--- config.mk ---
export PLATFORM = sky130hd
export DESIGN_NAME = uart_tx_sched
export DESIGN_NICKNAME = d
export VERILOG_FILES = /design/src/rtl/riscv_soc_pkg.sv /design/src/rtl/uart_tx_shift.sv /design/src/rtl/uart_tx_sched.sv
export SDC_FILE = /design/constraint.sdc
export NUM_CORES = 1
export LEC_CHECK = 0
export BUFFER_PORTS_ARGS = -buffer_cell sky130_fd_sc_hd__buf_2
export CAP_MARGIN = 40
export CORE_MARGIN = 4
export CORE_UTILIZATION = 55
export CTS_CLUSTER_SIZE = 20
export DETAILED_ROUTE_END_ITERATION = 16
export PLACE_DENSITY_LB_ADDON = 0.3
export REMOVE_ABC_BUFFERS = 1
export SYNTH_ARGS = -nofsm -noshare
export SYNTH_HDL_FRONTEND = slang
export SYNTH_SLANG_ARGS = --single-unit
--- constraint.sdc ---
create_clock -name clk -period 3.2 [get_ports clk]
set_clock_uncertainty 0.1 [all_clocks]
set_input_delay 0.64 -clock clk [delete_from_list [all_inputs] [get_ports clk]]
set_output_delay 0.64 -clock clk [all_outputs]
set_load 0.03 [all_outputs]
--- src/rtl/riscv_soc_pkg.sv ---
// Shared SoC definitions for the serial transmit path: UART frame geometry,
// the default baud divider and the arbiter state encoding.
package riscv_soc_pkg;

   // Start bit + 8 data bits + stop bit.
   localparam int UART_FRAME_BITS      = 10;
   // 50 MHz core clock / 115200 baud.
   localparam int UART_DEFAULT_CLK_DIV = 434;

   typedef enum logic {
      ARB_UNLOCKED = 1'b0,
      ARB_LOCKED   = 1'b1
   } arb_state_e;

endpackage : riscv_soc_pkg

--- src/rtl/uart_tx_shift.sv ---
// 8N1 UART transmit shifter. A load pulse latches one byte and starts a
// frame immediately on the next cycle; busy stays high until the stop bit
// has been held for a full bit period. The line idles high.
module uart_tx_shift
   import riscv_soc_pkg::*;
#(
   parameter int CLK_DIV = UART_DEFAULT_CLK_DIV
)
(
   input  logic       clk,
   input  logic       reset,
   input  logic       load,
   input  logic [7:0] data,
   output logic       busy,
   output logic       ser_tx
);

   localparam int              CNT_W    = (CLK_DIV > 1) ? $clog2(CLK_DIV) : 1;
   localparam logic [CNT_W-1:0] CNT_LAST = CNT_W'(CLK_DIV - 1);
   localparam logic [3:0]       BIT_LAST = 4'(UART_FRAME_BITS - 1);

   logic             busy_q, busy_d;
   logic             ser_q, ser_d;
   logic [CNT_W-1:0] cnt_q, cnt_d;
   logic [3:0]       bit_q, bit_d;
   // Remaining data bits with the stop bit parked above them; bit 0 is the
   // next bit to drive onto the line.
   logic [8:0]       sh_q, sh_d;
   logic             bit_end;

   assign bit_end = busy_q && (cnt_q == CNT_LAST);

   // Next-state: start a frame on load, otherwise advance the bit timer and
   // step to the next frame bit at the end of each bit period.
   always_comb begin
      busy_d = busy_q;
      ser_d  = ser_q;
      cnt_d  = cnt_q;
      bit_d  = bit_q;
      sh_d   = sh_q;
      if (load) begin
         busy_d = 1'b1;
         ser_d  = 1'b0;
         cnt_d  = '0;
         bit_d  = '0;
         sh_d   = {1'b1, data};
      end else if (busy_q) begin
         if (bit_end) begin
            cnt_d = '0;
            if (bit_q == BIT_LAST) begin
               busy_d = 1'b0;
               ser_d  = 1'b1;
            end else begin
               bit_d = bit_q + 4'd1;
               ser_d = sh_q[0];
               sh_d  = {1'b1, sh_q[8:1]};
            end
         end else begin
            cnt_d = cnt_q + CNT_W'(1);
         end
      end
   end

   // Control state: an asserted reset drops any partial frame and returns
   // the line to idle high.
   always_ff @(posedge clk or negedge reset) begin
      if (!reset) begin
         busy_q <= 1'b0;
         ser_q  <= 1'b1;
         cnt_q  <= '0;
         bit_q  <= '0;
      end else begin
         busy_q <= busy_d;
         ser_q  <= ser_d;
         cnt_q  <= cnt_d;
         bit_q  <= bit_d;
      end
   end

   // Shift data carries no reset; it is only observed while busy.
   always_ff @(posedge clk) begin
      sh_q <= sh_d;
   end

   assign busy   = busy_q;
   assign ser_tx = ser_q;

endmodule : uart_tx_shift

--- src/rtl/uart_tx_sched.sv ---
// Shares the serial transmit line between NUM_REQ byte-stream requesters.
// Round-robin arbitration picks an owner, which keeps the line until it sends
// a byte flagged last or stays idle for TIMEOUT_BITS bit periods. Accepted
// bytes are handed to the 8N1 shifter.
module uart_tx_sched
   import riscv_soc_pkg::*;
#(
   parameter int NUM_REQ      = 2,
   parameter int CLK_DIV      = UART_DEFAULT_CLK_DIV,
   parameter int TIMEOUT_BITS = 16
)
(
   input  logic                 clk,
   input  logic                 reset,
   input  logic [NUM_REQ-1:0]   req_valid,
   input  logic [NUM_REQ*8-1:0] req_data,
   input  logic [NUM_REQ-1:0]   req_last,
   output logic [NUM_REQ-1:0]   req_ready,
   output logic [NUM_REQ-1:0]   grant,
   output logic                 busy,
   output logic                 ser_tx
);

   localparam int               IDX_W    = $clog2(NUM_REQ);
   localparam int               TO_LIMIT = TIMEOUT_BITS * CLK_DIV;
   localparam int               TMR_W    = $clog2(TO_LIMIT + 1);
   localparam logic [TMR_W-1:0] TMR_MAX  = TMR_W'(TO_LIMIT);
   localparam logic [TMR_W-1:0] TMR_FIRE = TMR_W'(TO_LIMIT - 1);
   localparam logic [IDX_W-1:0] IDX_LAST = IDX_W'(NUM_REQ - 1);

   arb_state_e       state_q, state_d;
   logic [IDX_W-1:0] owner_q, owner_d;
   logic [IDX_W-1:0] rr_q, rr_d;
   logic [TMR_W-1:0] tmr_q, tmr_d;

   logic             own_valid;
   logic             own_last;
   logic [7:0]       own_data;
   logic             accept;
   logic             idle;
   logic             timeout;
   logic             release_lock;
   logic             sh_busy;

   // First valid requester at or after ptr, wrapping around.
   function automatic logic [IDX_W-1:0] rr_pick(input logic [NUM_REQ-1:0] vld,
                                                input logic [IDX_W-1:0]   ptr);
      logic [IDX_W-1:0] sel;
      logic             found;
      int               idx;
      sel   = ptr;
      found = 1'b0;
      for (int off = 0; off < NUM_REQ; off++) begin
         idx = (int'(ptr) + off) % NUM_REQ;
         if (!found && vld[IDX_W'(idx)]) begin
            sel   = IDX_W'(idx);
            found = 1'b1;
         end
      end
      return sel;
   endfunction

   // Requester index after idx, modulo NUM_REQ.
   function automatic logic [IDX_W-1:0] next_idx(input logic [IDX_W-1:0] idx);
      return (idx == IDX_LAST) ? '0 : idx + IDX_W'(1);
   endfunction

   // Select the current owner's request signals.
   always_comb begin
      own_valid = 1'b0;
      own_last  = 1'b0;
      own_data  = '0;
      for (int i = 0; i < NUM_REQ; i++) begin
         if (owner_q == IDX_W'(i)) begin
            own_valid = req_valid[i];
            own_last  = req_last[i];
            own_data  = req_data[i*8 +: 8];
         end
      end
   end

   assign accept       = (state_q == ARB_LOCKED) && !sh_busy && own_valid;
   assign idle         = (state_q == ARB_LOCKED) && !sh_busy && !own_valid;
   assign timeout      = idle && (tmr_q >= TMR_FIRE);
   assign release_lock = (accept && own_last) || timeout;

   // Arbiter next-state: lock onto a requester, release on last or timeout,
   // and run the idle timer while locked.
   always_comb begin
      state_d = state_q;
      owner_d = owner_q;
      rr_d    = rr_q;
      tmr_d   = tmr_q;
      case (state_q)
         ARB_UNLOCKED: begin
            tmr_d = '0;
            if (|req_valid) begin
               state_d = ARB_LOCKED;
               owner_d = rr_pick(req_valid, rr_q);
            end
         end
         ARB_LOCKED: begin
            if (release_lock) begin
               state_d = ARB_UNLOCKED;
               rr_d    = next_idx(owner_q);
               tmr_d   = '0;
            end else if (own_valid) begin
               // An accept always has own_valid set, so this covers both.
               tmr_d = '0;
            end else if (idle) begin
               tmr_d = (tmr_q == TMR_MAX) ? TMR_MAX : tmr_q + TMR_W'(1);
            end
         end
      endcase
   end

   // Arbiter state register.
   always_ff @(posedge clk or negedge reset) begin
      if (!reset) begin
         state_q <= ARB_UNLOCKED;
         owner_q <= '0;
         rr_q    <= '0;
         tmr_q   <= '0;
      end else begin
         state_q <= state_d;
         owner_q <= owner_d;
         rr_q    <= rr_d;
         tmr_q   <= tmr_d;
      end
   end

   // One-hot grant decoded from the registered owner.
   always_comb begin
      grant = '0;
      for (int i = 0; i < NUM_REQ; i++) begin
         grant[i] = (state_q == ARB_LOCKED) && (owner_q == IDX_W'(i));
      end
   end

   assign req_ready = grant & {NUM_REQ{~sh_busy}};
   assign busy      = sh_busy;

   uart_tx_shift #(
      .CLK_DIV (CLK_DIV)
   ) u_shift (
      .clk    (clk),
      .reset  (reset),
      .load   (accept),
      .data   (own_data),
      .busy   (sh_busy),
      .ser_tx (ser_tx)
   );

endmodule : uart_tx_sched

* Word-level counts from Yosys, hierarchy flattened
Cells that the tools add are included.
** Storage, ports and cells
- Flip-flop bits (word level) :: 39
- Bits in latches :: 0
- Bits in writable memories :: 0
- Memory bits (read-only) :: 0
- Bits of input ports :: 22
- Output and inout port bits :: 6
- Word-level logic and storage cells :: 85
- Memories kept :: 0
** Operators by class
- Add/subtract/negate cells :: 5
- $mul :: 0
- Divide/modulo/power cells :: 0
- Magnitude comparators :: 3
- Equality and inequality tests :: 5
- Shifts and indexed selects :: 0
- Muxes and demuxes :: 39
- Bitwise gates (word level) :: 4
- Reduce and logical (&&, ||, !) cells :: 20
** Operators with widths (number)
- $mux W13 :: 4
- $mux W8 :: 5
- $mux W9 :: 3
- $pmux W13 S2 :: 1
- $mux W1 :: 21
- $mux W4 :: 4
- $add A13 B1 Y13 const B :: 1
- $eq A13 B13 Y1 const B :: 1
- $ge A13 B13 Y1 const B :: 1
- $add A9 B1 Y9 const B :: 1
- $eq A9 B9 Y1 const B :: 1
- $logic_and A1 B1 Y1 :: 9
- $lt A1 B3 Y1 const B :: 2
- $reduce_and A2 Y1 :: 3
- $add A4 B1 Y4 const B :: 1
- $eq A4 B4 Y1 const B :: 1
- $ne A4 B1 Y1 const B :: 1
- $reduce_bool A2 Y1 :: 2
- $logic_not A1 Y1 :: 3
- $not A1 Y1 :: 3
- $reduce_and A3 Y1 :: 1
- $add A1 B1 Y1 const B :: 2
- $and A2 B2 Y2 :: 1
- $ne A2 B2 Y1 const B :: 1
- other kinds (3) :: 3

* Depth between registers and ports, before layout
- Depth in word-level cells :: 9
- Mapped depth :: 8
- Gate-level depth less buffers :: 7

* Cells and area by module
A second synthesis with hierarchy kept.
** Unflattened totals
- Cell total of the unflattened synthesis :: 233
- Area, all modules :: 2379.8 um^2
** By module, submodules not included
- uart_tx_shift :: instances 1, cells an instance 108, area an instance 1222.4 um^2, seq. area each 616.8 um^2
- uart_tx_sched :: instances 1, cells an instance 125, area an instance 1157.4 um^2, seq. area each 400.4 um^2

* Least setup slack after synthesis
No wires, ideal clock.
- Kind :: reg-to-reg
- Start :: register u_shift.busy_q (netlist: u_shift.busy)
- End :: register u_shift.sh_q[0] (enable)
- Setup time :: 384 ps
- Arrival time :: 2046 ps
- Data required time :: 2716 ps
- Path slack :: 670 ps
- Cell stages (with the launch flop) :: 6
- Buffers on the path :: 2
- Period minus slack after synthesis :: 2530 ps
- Cells stage by stage :: dfrtp_1 clkbuf_1 nand4b_1 or3_1 buf_2 o21ai_0
** Between the ends
- Cells in the longest elaborated chain, start to end :: 5
- Elaborated cells between the ends (all ways) :: 8
- Classes of those cells :: 1 x eq/ne; 7 x reduce/logical
** Ends and longest elaborated chain
- from (decl) :: RTL line uart_tx_shift.sv:22 : logic busy_q, busy_d;
- from (signal assigned) :: RTL line uart_tx_shift.sv:73 : busy_q <= busy_d;
- $logic_not A1 Y1 :: RTL line uart_tx_sched.sv:82 : assign accept = (state_q == ARB_LOCKED) && !sh_busy && own_valid;
- $logic_and A1 B1 Y1 (2 in a row) :: RTL line uart_tx_sched.sv:82
- $ne A2 B2 Y1 (no line) or $reduce_bool A2 Y1 (tied branches)
- $reduce_and A3 Y1 (no line) *
- to (signal assigned) :: RTL line uart_tx_shift.sv:82 : sh_q <= sh_d;
- to (decl) :: RTL line uart_tx_shift.sv:28 : logic [8:0] sh_q, sh_d;
Every way passes the cells marked *; elsewhere a longest branch is shown, timed or not.
A chain may end at the register's enable or synchronous reset.

* Worst setup path in the final report
- Start :: register u_shift.busy_q (netlist: u_shift.busy)
- End :: output port req_ready[1]
** Between the ends
- Cells in the longest elaborated chain, start to end :: 2
** Ends and longest elaborated chain
- $not A1 Y1 :: RTL line uart_tx_sched.sv:140 : assign req_ready = grant & {NUM_REQ{~sh_busy}};
- $and A2 B2 Y2 :: RTL line uart_tx_sched.sv:140
- to (decl) :: RTL line uart_tx_sched.sv:18 : output logic [NUM_REQ-1:0] req_ready,
No other way between the ends.

==> key figures <==
Clock tree
  • CTS tree: done
  • Setup Fix Bufs, Post-CTS: 0
  • Clock buffer count from CTS: 5
  • Clk slew on worst S/H paths: 0.07 ns
  • Deepest level of the CTS H-tree: 2
  • Post-cts sizing count: 0
  • Number of hold buffers added after cts: 0
  • Clk sinks: 39
  • Worst-skew pair later-pin latency: 0.29 ns
  • Worst-case clock buffer depth: 2
  • Root Buffer: clkbuf_8

STA
  • RSZ-0062 raised after global routing: no
  • Total Neg Setup Slack: 0 ns
  • Min Tclk post-route: 2.17 ns
  • Worst slew margin: 0.544
  • Worst slew pin tran: 0.684 ns
  • Peak Freq: 460 MHz
  • Fin. max-slew vios: 0
  • Final setup vio count: 0
  • Setup ws final: 1.03 ns
  • Final hold slack: 0.284 ns
  • Fin. Hold Viols: 0
  • Final period utilization: 0.679

Power and ir drop
  • Final Power: 1.37 mW
  • Switching Share: 0.324
  • PwrDens: 568 nW/um^2
  • Int Pwr: 0.925 mW
  • Sequential fraction of design power: 0.523
  • Clock power frac: 0.252
  • Psw: 0.444 mW
  • Leakage: 1.10 nW
  • VDD IR max: 0.000307 V
  • Share of power burned in combinational logic: 0.225

Synth
  • Post-synth cell types: 38
  • Number of synthesized flops with an enable pin: 8
  • Post-synth top area share: 0.350
  • #FFs+latches synth: 39
  • Post-synth design cell area: 2140 sq um
  • Top post-synthesis cells by area: dfrtp_1 (35%), edfxtp_1 (11%), mux2i_1 (5.6%)
  • Synth async-reset ratio: 0.795
  • Most used DFF post-synth: dfrtp_1
  • Syn_area_per_cell: 9.36 sq um
  • Most common cell in the netlist: nand2_1
  • Sequential cell area fraction in the yosys report: 0.475
  • Synth Instances: 229
  • Dominant cell type by area after synthesis: dfrtp_1
  • Post-synth top cells: nand2_1 (32), dfrtp_1 (30), o21ai_0 (21), nor2_1 (20), nand3_1 (16)
  • Yosys warnings: 0

Setup path
  • Crit path to: req_ready[1]
  • Critical setup path kind: reg -> out
  • Crit path required time: 2.46 ns
  • R2r worst-path depth: 5
  • Crit Reg-Reg Endpoint: u_shift.sh_q[7]$_SDFFCE_PN1P_
  • CP endpoint kind: output pin
  • Setup crit start kind: register
  • Arrival @ worst endpoint: 1.43 ns
  • Crit path from: u_shift.busy$_DFF_PN0_
  • Worst Path Max Fanout: 10
  • Reg2Reg Setup Slack: 1.04 ns
  • Reg2reg start: owner_q$_DFFE_PN0P_

Final layout
  • Ant diodes: 0
  • Number of fill cells: 302
  • Share of cells above drive strength 1: 0.163
  • Fin nets: 285
  • Final instance area: 2410 sq um
  • P&R area growth vs syn: 12.5%

Global route
  • First-pass GRT wire length: 7360 um
  • Vias in the first global route: 1,676
  • Grt total ovfl: 0
  • Initial antenna violation count: 0
  • GRT Overall Usage: 0.186
  • Largest net degree at the start of global routing: 32

Detailed routing
  • Drt total wl: 4310 um
  • Final ANT Viol Nets: 0
  • Pre-Repair DR Iteration Count: 4
  • Via count: 1,721
  • Remaining DRCs: 0
  • Routed wire per std cell: 14.1 um
  • Via/cell ratio: 5.62
  • Initial DRC Count: 157

Placement
  • Final GP Congestion: 0.820
  • Dpl hpwl: 3140 um
  • Setup WS pre-CTS: 0.976 ns
  • DP Area: 2320 sq um
  • PortBufs: 27

Job
  • Max-Cap Viols: 0

Floorplanning
  • Total core area: 3720 sq um
  • DIE AREA: 4960 sq um
  • I/O pins: 28
  • Standard-cell rows: 22
  • Die width: 70.4 um
  • Starting Density: 0.577
  • Die Y-Extent: 70.4 um

Outcome
  • Outcome: finished clean

Min path
  • HP Class: in -> async
## cell type report
type                            instances  area, sq um  share of cell area
Tap cell                               48         60.1              0.0249
Inverter                                8         30.0              0.0125
Sequential cell                        39         1020               0.422
Multi-Input combinational cell        173         1050               0.437
Clock buffer                            7         86.3              0.0358
Clock inverter                          1         5.00             0.00208
Timing Repair Buffer                   30          158              0.0654
## worst max-delay path, cell delays in order (launching register included)
cell and delay (ns):
dfrtp_1 0.50, nor2b_1 0.28, and2_1 0.16, buf_2 0.20
## cells by family after synthesis
logic type | share of synthesized area
buffers and inverters | 0.0333
XOR/XNOR | 0.0409
flip-flops | 0.475
AO/OA/AOI/OAI | 0.133
multiplexers | 0.0666
AND/OR/NAND/NOR | 0.217
adder cells (fa/ha/maj) | 0.0350
## metal layers
layer | track usage | vias up | share of wire
met5 | 0 | - | 0
met4 | 0.0787 | 0 | 0.019
met3 | 0.0360 | 9 | 0.032
met2 | 0.304 | 25 | 0.48
li1 | - | 862 | -
met1 | 0.241 | 825 | 0.47
## cells in the final DEF, fill, tap and decap left out, types with 8 or more instances in the layout
cell       n
buf_2     27
dfrtp_1   30
edfxtp_1   8
inv_1      8
mux2i_1   12
nand2_1   32
nand3_1   16
nor2_1    20
o21ai_0   21
## stage by stage
stage               cells  utilization
floorplan             220            -
global placement      298        0.624
detailed placement    298        0.624
CTS                   306        0.649
global route          306        0.649
finish                306        0.649
## power by group through the flow
stage / Sequential, mW / Combinational [mW] / Clock, mW
after floorplan: 0.711 / 0.221 / 0
after CTS: 0.715 / 0.313 / 0.347
after global routing: 0.730 / 0.357 / 0.369
after detailed placement: 0.723 / 0.309 / 0
after global placement: 0.717 / 0.300 / 0
final: 0.716 / 0.308 / 0.345
## flip-flops by register name, indices dropped and copies added (netlist names)
name	cells
u_shift.cnt_q	9
tmr_q	13
u_shift.bit_q	4
owner_q	1
u_shift.sh_q	8
u_shift.ser_tx	1
state_q	1
u_shift.busy	1
rr_q	1
## how the worst min path moves through the flow
stage          slack [ns]                       from                           end
2_1_floorplan        0.24                      reset           owner_q$_DFFE_PN0P_
3_3_place_gp         0.40  u_shift.sh_q[4]$_DFFE_PP_     u_shift.sh_q[3]$_DFFE_PP_
3_5_place_dp         0.42  u_shift.sh_q[4]$_DFFE_PP_     u_shift.sh_q[3]$_DFFE_PP_
4_1_cts              0.31                      reset  u_shift.cnt_q[4]$_DFFE_PN0P_
5_1_grt              0.34                      reset        u_shift.busy$_DFF_PN0_
6_report             0.28                      reset  u_shift.cnt_q[4]$_DFFE_PN0P_
(Power assumes the default switching activity.)
